$ cat src/rtl/next_address_unit.sv
// Next-address sequencer feeding the program counter's d bus: increment, jump, branch, skip, hold, call/return.
// next_pc is combinational (zero cycles) from pc/op/cond/target/stack top; stack, sp and flags update on the next edge.
// Never stalls on its own: only op HOLD holds the PC; CALL on a full stack or RET on an empty one sets a sticky flag.
// Optional feature macro: NEXT_ADDR_CALL_STACK_EN (return stack, sp, ovf/unf). Undefined: CALL=JMP, RET=INC, sp/flags tied 0.
module next_address_unit #(
   parameter int ADDR_W = 8,
   parameter int DEPTH  = 4
) (
   input  logic                   clk,
   input  logic                   clr_n,
   input  logic [ADDR_W-1:0]      pc,
   input  logic [2:0]             op,
   input  logic                   cond,
   input  logic [ADDR_W-1:0]      target,
   output logic [ADDR_W-1:0]      next_pc,
   output logic [$clog2(DEPTH):0] sp,
   output logic                   stack_ovf,
   output logic                   stack_unf
);

   localparam int SP_W = $clog2(DEPTH) + 1;

   localparam logic [2:0] OP_INC  = 3'b000;
   localparam logic [2:0] OP_JMP  = 3'b001;
   localparam logic [2:0] OP_BR   = 3'b010;
   localparam logic [2:0] OP_CALL = 3'b011;
   localparam logic [2:0] OP_RET  = 3'b100;
   localparam logic [2:0] OP_HOLD = 3'b101;
   localparam logic [2:0] OP_SKIP = 3'b110;

   // Address arithmetic wraps at 2^ADDR_W by construction of the widths.
   logic [ADDR_W-1:0] pc_inc;
   logic [ADDR_W-1:0] pc_inc2;

   assign pc_inc  = pc + ADDR_W'(1);
   assign pc_inc2 = pc + ADDR_W'(2);

`ifdef NEXT_ADDR_CALL_STACK_EN
   localparam int PTR_W = $clog2(DEPTH);

   logic [ADDR_W-1:0] stack_q [DEPTH];
   logic [ADDR_W-1:0] stack_d [DEPTH];
   logic [SP_W-1:0]   sp_q;
   logic [SP_W-1:0]   sp_d;
   logic              ovf_q;
   logic              ovf_d;
   logic              unf_q;
   logic              unf_d;

   logic              full;
   logic              empty;
   logic [PTR_W-1:0]  wr_idx;
   logic [PTR_W-1:0]  top_idx;
   logic [ADDR_W-1:0] top;

   // sp counts 0..DEPTH; its low bits wrap so sp==DEPTH still points the top at entry DEPTH-1.
   assign full    = (sp_q == SP_W'(DEPTH));
   assign empty   = (sp_q == '0);
   assign wr_idx  = sp_q[PTR_W-1:0];
   assign top_idx = wr_idx - PTR_W'(1);
   assign top     = stack_q[top_idx];

   // Next-address select plus push/pop and sticky-flag next state.
   always_comb begin
      next_pc = pc_inc;
      stack_d = stack_q;
      sp_d    = sp_q;
      ovf_d   = ovf_q;
      unf_d   = unf_q;
      case (op)
         OP_JMP:  next_pc = target;
         OP_BR:   next_pc = cond ? target : pc_inc;
         OP_CALL: begin
            // The jump is taken even when the push has to be dropped.
            next_pc = target;
            if (full) begin
               ovf_d = 1'b1;
            end else begin
               stack_d[wr_idx] = pc_inc;
               sp_d            = sp_q + SP_W'(1);
            end
         end
         OP_RET: begin
            // An empty stack falls through to pc+1 rather than returning garbage.
            if (empty) begin
               unf_d = 1'b1;
            end else begin
               next_pc = top;
               sp_d    = sp_q - SP_W'(1);
            end
         end
         OP_HOLD: next_pc = pc;
         OP_SKIP: next_pc = cond ? pc_inc2 : pc_inc;
         default: next_pc = pc_inc;
      endcase
      if (!clr_n) begin
         next_pc = '0;
      end
   end

   // Stack pointer and sticky flags; reset empties the stack logically.
   always_ff @(posedge clk) begin
      if (!clr_n) begin
         sp_q  <= '0;
         ovf_q <= 1'b0;
         unf_q <= 1'b0;
      end else begin
         sp_q  <= sp_d;
         ovf_q <= ovf_d;
         unf_q <= unf_d;
      end
   end

   // Stack storage is not cleared by reset; entries above sp are never read.
   always_ff @(posedge clk) begin
      stack_q <= stack_d;
   end

   assign sp        = sp_q;
   assign stack_ovf = ovf_q;
   assign stack_unf = unf_q;
`else
   logic unused_clk;
   assign unused_clk = clk;

   // Next-address select without a return stack: CALL jumps, RET increments.
   always_comb begin
      next_pc = pc_inc;
      case (op)
         OP_JMP:  next_pc = target;
         OP_BR:   next_pc = cond ? target : pc_inc;
         OP_CALL: next_pc = target;
         OP_RET:  next_pc = pc_inc;
         OP_HOLD: next_pc = pc;
         OP_SKIP: next_pc = cond ? pc_inc2 : pc_inc;
         default: next_pc = pc_inc;
      endcase
      if (!clr_n) begin
         next_pc = '0;
      end
   end

   assign sp        = '0;
   assign stack_ovf = 1'b0;
   assign stack_unf = 1'b0;
`endif

endmodule

$ cat config.mk
export PLATFORM = sky130hd
export DESIGN_NAME = next_address_unit
export DESIGN_NICKNAME = d
export VERILOG_FILES = /design/src/rtl/next_address_unit.sv
export SDC_FILE = /design/constraint.sdc
export NUM_CORES = 1
export LEC_CHECK = 0
export CORE_MARGIN = 2
export CORE_UTILIZATION = 46
export DETAILED_ROUTE_END_ITERATION = 7
export GPL_ROUTABILITY_DRIVEN = 1
export GPL_TIMING_DRIVEN = 0
export PLACE_DENSITY = 0.91
export REMOVE_ABC_BUFFERS = 1
export SLEW_MARGIN = 20
export SYNTH_ARGS = -nofsm -noshare
export SYNTH_HDL_FRONTEND = slang
export SYNTH_SLANG_ARGS = --single-unit
$ cat constraint.sdc
create_clock -name vclk -period 3.1
set_input_delay 0.775 -clock vclk [all_inputs]
set_output_delay 0.775 -clock vclk [all_outputs]
set_load 0.05 [all_outputs]
After elaboration in Yosys (flattened, before gate mapping)
Cells that the tools add are included.
{"block": "totals", "output_inout_bits": 13, "ram_bits": 0, "rom_bits": 0, "latchBits": 0, "inputBits": 22, "elab_cells": 12, "ff_bits": 0, "mem_count": 0}
{"block": "op_classes", "n_lt_le_gt_ge": 0, "n_bitwise": 0, "n_shift": 0, "n_mul": 0, "n_div": 0, "add_sub_neg": 2, "n_reduce_logical": 1, "n_eq_ne": 5, "muxes": 4}
{"cell": "$pmux W8 S4", "n": 1}
{"cell": "$mux W8", "n": 3}
{"cell": "$add A8 B1 Y8 const B", "n": 1}
{"cell": "$add A8 B2 Y8 const B", "n": 1}
{"cell": "$eq A3 B2 Y1 const B", "n": 2}
{"cell": "$eq A3 B3 Y1 const B", "n": 2}
{"cell": "$eq A3 B1 Y1 const B", "n": 1}
{"cell": "$reduce_or A2 Y1", "n": 1}

Longest topological paths before layout
Gate-level depths: netlist (run 1).
{"block": "depth", "ltp_word": 4, "ltp_mapped": 6}

Worst setup path after synthesis (run 1)
No wires, ideal clock.
{"block": "synth_timing", "path_kind": "input port to output port", "start": "input pc[0]", "end": "output next_pc[6]", "path_slack_ns": -0.309, "path_stages": 6, "n_path_buf": 0, "t_required_ns": 2.325, "arrival_time_ns": 2.634, "cell_sequence": "ha_1 and3_2 nand3_1 xnor2_1 o21ai_0 a211oi_1"}
{"block": "synth_between", "elab_chain_cells": 4, "word_cells_on_any_way": 6, "cone_classes": "2 x add/sub; 4 x mux"}
{"element": "from (decl)", "line": "11", "rtl": "input logic [ADDR_W-1:0] pc,"}
{"element": "$add A8 B1 Y8 or $add A8 B2 Y8 (tied branches)", "line": "35, 36"}
{"element": "$mux W8, on equally long branches", "line": "135, 131"}
{"element": "$pmux W8 S4 (*)", "line": "129", "rtl": "case (op)"}
{"element": "$mux W8 (*)", "line": "138", "rtl": "if (!clr_n) begin"}
{"element": "to (decl)", "line": "15", "rtl": "output logic [ADDR_W-1:0] next_pc,"}
Mark *: on every way between the ends. The rest lies on a longest branch, timed or not.

Worst setup path in the final report (run 1)
{"block": "layout_timing", "start": "input clr_n", "end": "output next_pc[0]"}
{"block": "layout_between", "elab_chain_cells": 1}
{"element": "from (decl)", "line": "10", "rtl": "input logic clr_n,"}
{"element": "$mux W8", "line": "138"}
No other way between the ends.

==> results.cfg, run 1 <==
[run_status]
run_status = finished, final reports clean

[critical_path]
required_ps = 2320
critical_path_class = in2out
cpMaxStageDelayCell = clkdlybuf4s50_1
cp_max_fo = 8
critical_path_arrival_ps = 2260
cp-end-kind = output port
path_buf_inv = 2
critPathTopFamily = buffers and inverters
startpoint_type = input port
max_stage_delay_ps = 640
crit_path_cell_trace = clkdlybuf4s50_1 -> o311ai_0 -> a21oi_1 -> clkdlybuf4s15_1

[timing]
whs_ps = 2150
post-route-min-period_ps = 3030
finalSetupTns_ps = 0
hold_viol = 0
setup_viol = 0
min_period_over_period_pct = 97.8
maxSlewViolCount = 0
max_freq_mhz = 330

[placement]
place_inst = 138
port_buffers = 29
place.gp.congestion = 0.819
hpwlAfterDp_um = 1320

[power]
combPwrFrac_pct = 100.0
irDropWorstVdd_mv = 0.132
cellInternalPower_mw = 0.0626
power_leakage_nw = 0.357
p_seq_share_pct = 0
clockPowerShare_pct = 0
p_sw_share_pct = 62.5
power.density_mw_per_mm2 = 181
power_switching_mw = 0.104
power.total_mw = 0.167

[drt]
drt_first_pass_iters = 5
routedWlPerCell_um = 13.5
antenna_left = 0
avgViaCountPerCell = 5.99
drc = 0
drtIter0Drc = 17
vias = 832
routed_wl_um = 1870

[cells_and_area]
nFillCells = 122
drive_above_1_share_pct = 24.2
final_cell_mix = nand2_1 (12), o21ai_0 (11), clkdlybuf4s50_1 (9), xnor2_1 (8), buf_2 (7)
final_common_cell = nand2_1
nClkBuffers = 0
final_nets = 150
seq_cells = 0
diodes = 0
syn2layout_area_growth_pct = 35.0
register_area_um2 = 0
stdcell_count = 139

[synth]
yosysUniqueCellTypes = 38
synth_area_per_cell_um2 = 6.57
yosysWarnings = 0
yosysTopAreaCellShare_pct = 10.3
synth_area_leaders = xnor2_1 (10%), o21ai_0 (8.1%), nand2_1 (7.1%)
netlist_area_um2 = 683
seq_area_frac_synth_pct = 0
yosysTopAreaCell = xnor2_1
synth_cells = 104

[grt]
antenna_found_initial = 0
gr-usage-all-layers_pct = 19.5
grt_max_degree = 27
overflow = 0
grt_pass1_vias = 707
grt_pass1_wl_um = 2920

[die]
die_area_mm2 = 0.00181
io_pins = 35
rows = 13
initial_core_util_pct = 50.6
die_y_um = 42.5
die_w_um = 42.5
core_mm2 = 0.00135

[min_path]
min_path_type = in2out

[run]
maxCapViolations = 0
==> routing by layer <==
layer  GRT usage [%]  wire [µm]  vias to the layer above  share of wire, %
met3            1.72        133                        4               7.1
li1                -          -                      411                 -
met1            24.4        762                      380                41
met2            36.3        958                       37                51
met4            3.13         20                        0               1.1
met5               0          0                        -                 0
==> worst min-delay path, cell delays in order <==
cell and delay, ps:
dlymetal6s2s_1 180, o22ai_1 140, a211oi_1 90, buf_4 180
==> power groups by stage <==
stage / combinational [mW] / clock, mW / sequential (mW)
2_1_floorplan: 0.0989 / 0 / 0
3_3_place_gp: 0.166 / 0 / 0
3_5_place_dp: 0.169 / 0 / 0
4_1_cts: 0.163 / 0 / 0
5_1_grt: 0.180 / 0 / 0
6_report: 0.167 / 0 / 0
==> metrics by stage <==
step	instance area, µm²	setup WS (ps)	util [%]
2_1_floorplan	608	-309	-
3_3_place_gp	917	-1030	67.9
3_5_place_dp	917	-1050	67.9
4_1_cts	921	7.62	68.2
5_1_grt	922	-11.5	68.3
6_report	922	68.0	68.3
==> cell type report <==
class	count	area (µm²)	share of cell area [%]
inverter	1	3.75	0.407
multi-input combinational	93	656	71.1
tap	15	18.8	2.04
timing repair buffer	30	244	26.5
==> what timing repair did <==
item                       4_1_cts  5_1_grt
pin swaps                        0        2
setup endpoints to repair        8        8
gates resized for setup         57       29
buffers inserted                 0        1
hold buffers                     0        0
==> cells in the mapped netlist (all sizes together), types with 2 or more instances <==
| library cell | instances |
|---|---|
| nor2b | 5 |
| a222oi | 2 |
| nand3 | 5 |
| a21boi | 2 |
| nor2 | 3 |
| ha | 2 |
| and3 | 3 |
| clkbuf | 2 |
| xor2 | 2 |
| o21ai | 11 |
| buf | 12 |
| a21oi | 6 |
| a211oi | 5 |
| nand2b | 2 |
| xnor2 | 8 |
| nor3b | 3 |
| nor3 | 5 |
| nand2 | 13 |
==> cells by family (layout without fill, tap and decap cells) <==
kind of cell             after synthesis  in the layout  share of synthesized area, %
AND/OR/NAND/NOR                       42             42                          33.0
other                                  1              5                         0.549
AO/OA/AOI/OAI                         34             34                          36.3
XOR/XNOR                              10             10                          12.8
buffers and inverters                 15             31                          13.7
adder cells (fa/ha/maj)                2              2                          3.66
==> final timing paths <==
path | from | end | slack [ps] | cells past startpoint
setup / recovery | clr_n | next_pc[0] | 70 | 4
hold / removal | pc[6] | next_pc[6] | 2150 | 4
(Power assumes the default switching activity.)
==> run 2, diff against run 1 <==
Settings changed: ABC_AREA from default to 1, CORE_UTILIZATION 46 to 48.
==> run 2 against run 1 <==
Net effect:
- cell count is 42% higher
- count of clock-buffer cells in the layout is the same
- worst setup slack better by 2.6 ps
- via count up 30%
- flip-flop and latch count stayed put
- area after synthesis is 13% higher
- non-clock buffer count down 1
- fmax about the same
- core utilization up 0.88 points
- global-route usage up 5.5 points
- first-iteration DRC count grew to 2.8 times the previous value
- largest cell class unchanged
- highest routed layer unchanged
==> results.cfg, run 2 <==
[critical_path]
cp_max_fo = 7
path_buf_inv = 4
crit_path_start = op[1]
critical_path_class = in2out
crit_path_cell_trace = clkdlybuf4s50_1 -> inv_2 -> nand2_1 -> nand3_4 -> inv_4 -> nor2_4 -> nand3_1 -> nand2_1 -> nor2_1 -> buf_4
cpMaxStageDelayCell = clkdlybuf4s50_1
startpoint_type = input port
required_ps = 2320
path_common_cell = nand2_1
max_stage_delay_ps = 550
cp-end-kind = output port
critical_path_arrival_ps = 2250
critPathTopFamily = buffers and inverters

[drt]
drtIter0Drc = 48
routed_wl_um = 2300
vias = 1081
drc = 0
drt_first_pass_iters = 4
antenna_left = 0
routedWlPerCell_um = 11.7
avgViaCountPerCell = 5.49

[cells_and_area]
syn2layout_area_growth_pct = 34.6
final_cell_area_mm2 = 0.00104
final_common_cell = nand2_1
drive_above_1_share_pct = 14.9
final_util_pct = 69.2
final_cell_mix = nand2_1 (48), nand3_1 (21), inv_1 (17), clkdlybuf4s50_1 (13)
register_area_um2 = 0
nClkBuffers = 0
seq_cells = 0
final_nets = 207
stdcell_count = 197
diodes = 0

[die]
io_pins = 35
initial_core_util_pct = 51.4
die_y_um = 44.2
die_area_mm2 = 0.00195
rows = 14
core_mm2 = 0.00151
die_w_um = 44.2

[timing]
finalSetupTns_ps = 0
maxSlewViolCount = 0
min_period_over_period_pct = 97.7
setup_viol = 0
hold_viol = 0
rsz0062_at_grt = true
post-route-min-period_ps = 3030
max_freq_mhz = 330

[run_status]
run_status = finished, final reports clean

[synth]
yosysUniqueCellTypes = 25
yosysTopAreaCell = nand2_1
yosysMostFrequentCell = nand2_1
synth_area_leaders = nand2_1 (23%), nand3_1 (14%), inv_1 (8.2%)
synth_cells = 156
yosysWarnings = 0
synth_area_per_cell_um2 = 4.96
netlist_area_um2 = 774
seq_area_frac_synth_pct = 0
ys_top_cells_by_count = nand2_1 (48), nand3_1 (22), inv_1 (17), nor2_1 (11), a21oi_1 (10)
yosysTopAreaCellShare_pct = 23.3

[grt]
grt_max_degree = 11
antenna_found_initial = 0
gr-usage-all-layers_pct = 25.0
grt_pass1_vias = 932
grt_pass1_wl_um = 3880
overflow = 0

[min_path]
min_path_type = in2out
hp-start = pc[0]

[placement]
port_buffers = 29
placed_cell_area_mm2 = 0.00104
hpwlAfterDp_um = 1800
place_inst = 197
place.gp.congestion = 0.929

[run]
maxCapViolations = 0

[power]
combPwrFrac_pct = 100.0
power.total_mw = 0.188
power_leakage_nw = 0.576
power_switching_mw = 0.125
p_seq_share_pct = 0
irDropWorstVdd_mv = 0.0968
cellInternalPower_mw = 0.0633
power.density_mw_per_mm2 = 180
p_sw_share_pct = 66.3
clockPowerShare_pct = 0

[clock_tree]
cts_setup_buffers = 0
-- run 2: power groups by stage --
stage | sequential, mW | clock, mW | combinational [mW]
2_1_floorplan | 0 | 0 | 0.119
3_3_place_gp | 0 | 0 | 0.187
3_5_place_dp | 0 | 0 | 0.190
4_1_cts | 0 | 0 | 0.186
5_1_grt | 0 | 0 | 0.204
6_report | 0 | 0 | 0.188
-- run 2: repair_timing --
item	CTS	global route
endpoints found under the setup margin	8	8
cloned	0	0
resized for setup	58	5
hold buffers	0	0
-- run 2: layer usage --
layer  routed length (µm)  vias up  share of wire, %  GRT usage, %
met5                    0        -                 0             0
met2                 1140       40                50          44.4
met3                  111        6               4.8         0.408
li1                     -      550                 -             -
met1                 1000      485                44          33.9
met4                   44        0               1.9          4.85
-- run 2: kinds of logic after synthesis --
logic type	count (synthesis)	synth area share, %
other	1	0.484
XOR/XNOR	4	4.52
AND/OR/NAND/NOR	96	57.7
AO/OA/AOI/OAI	22	15.2
buffers and inverters	31	18.9
adder cells (fa/ha/maj)	2	3.23
-- run 2: per-stage QoR --
step	hold slack [ps]	setup WS (ps)
floorplan	1780	133
global placement	2840	-826
detailed placement	2850	-829
CTS	2240	4.05
global route	2290	-67.9
finish	2250	70.6
-- run 2: cell type report --
cell class                      instances  area, µm²
Timing Repair Buffer                   29        268
Multi-Input combinational cell        129        666
Tap cell                               16       20.0
Inverter                               23       88.8
Fill cell                             147        464
-- run 2: worst paths after layout --
kind	endpoint	slack (ps)	depth (start not counted)
worst max-delay path	next_pc[6]	70	10
worst min-delay path	next_pc[0]	2250	5
==> run 3, diff against run 2 <==
Settings changed: CORE_AREA from default to 2 2 39 41, CORE_MARGIN 2 to default, CORE_UTILIZATION 48 to default, DIE_AREA from default to 0 0 41 43, DONT_BUFFER_PORTS from default to 1, PLACE_DENSITY 0.91 to 0.74.
==> run 3 against run 2 <==
Net effect:
- flip-flop and latch count is the same
- first-iteration DRC count shrank 63%
- cell count shrank 15%
- non-clock buffer count shrank 29
- routed wire length shrank 16%
- highest routed layer unchanged
- worst hold slack lost 530 ps
- combinational power shrank 29%
- fmax grew 2.0%
- total power shrank 29%
==> results.cfg, run 3 (synthesis results as in run 2) <==
[timing]
worstMarginPinSlew_ps = 1020
setup_viol = 0
maxSlewViolCount = 0
whs_ps = 1730
max_freq_mhz = 337
fin_ws_ps = 130
rsz0062_at_grt = false
post-route-min-period_ps = 2970
relSlewSlack_pct = 32.0
min_period_over_period_pct = 95.8
finalSetupTns_ps = 0
hold_viol = 0

[min_path]
min_path_type = in2out
worstHoldEndpoint = next_pc[5]
holdPathStages = 2
hp-start = clr_n

[placement]
place_inst = 168
placed_cell_area_um2 = 752
pre_cts_slack_ps = -25.4
port_buffers = 0
hpwlAfterDp_um = 1640
place.gp.congestion = 0.819

[grt]
gr-usage-all-layers_pct = 23.9
antenna_found_initial = 0
grt_pass1_vias = 821
grt_max_degree = 11
grt_pass1_wl_um = 3070
overflow = 0

[die]
io_pins = 35
die_y_um = 43
initial_core_util_pct = 56.0
die_w_um = 41
core_mm2 = 0.00138
rows = 14
die_area_mm2 = 0.00176

[clock_tree]
postCtsResizedCells = 1
hold_buffers = 0
cts_setup_buffers = 0

[critical_path]
required_ps = 2320
cpMaxStageDelayCell = nor2_1
cp-end-kind = output port
cp_max_fo = 5
critical_path_class = in2out
max_stage_delay_ps = 660
critical_path_arrival_ps = 2190
startpoint_type = input port
crit_path_cell_trace = ha_1 -> nand3_1 -> o21ai_0 -> nand2_1 -> a21oi_1 -> nand2_1 -> nor2_1
path_buf_inv = 0
path_common_cell = nand2_1
critPathTopFamily = simple AND/OR/NAND/NOR gates

[drt]
avgViaCountPerCell = 5.68
drtIter0Drc = 18
routedWlPerCell_um = 11.6
drc = 0
drt_first_pass_iters = 4
vias = 954
antenna_left = 0
routed_wl_um = 1950

[run_status]
run_status = finished, final reports clean

[cells_and_area]
final_cell_mix = nand2_1 (48), nand3_1 (22), inv_1 (17), nor2_1 (10), a21oi_1 (9)
final_util_pct = 54.8
syn2layout_area_growth_pct = -2.10
final_nets = 178
seq_cells = 0
drive_above_1_share_pct = 10.5
final_common_cell = nand2_1
stdcell_count = 168
diodes = 0
nClkBuffers = 0
register_area_um2 = 0
final_cell_area_um2 = 758

[run]
maxCapViolations = 0

[power]
irDropWorstVdd_mv = 0.0693
power.total_mw = 0.133
power.density_mw_per_mm2 = 176
power_leakage_nw = 0.429
run 3: worst max path at each step:
stage,from,slack [ps],endpoint,cells after the start
4_1_cts,pc[1],70,next_pc[7],9
6_report,pc[0],130,next_pc[6],7
3_3_place_gp,pc[1],-0.4,next_pc[5],7
5_1_grt,pc[0],2,next_pc[6],7
2_1_floorplan,pc[1],130,next_pc[5],7
3_5_place_dp,pc[1],-30,next_pc[5],7
run 3: final cells by class:
type                            count  area (µm²)
Multi-Input combinational cell    129         649
Fill cell                         154         626
Inverter                           23        88.8
Tap cell                           16        20.0
run 3: metal layers:
metal | GRT usage (%) | up-vias | wire [µm]
met5 | 0 | - | 0
met4 | 2.67 | 0 | 12
met3 | 4.71 | 2 | 268
met2 | 44.1 | 47 | 981
met1 | 26.9 | 414 | 684
li1 | - | 491 | -
run 3: report_power, final:
group          internal [mW]  switching, mW
combinational         0.0324          0.101
clock                      0              0
sequential                 0              0
total                 0.0324          0.101
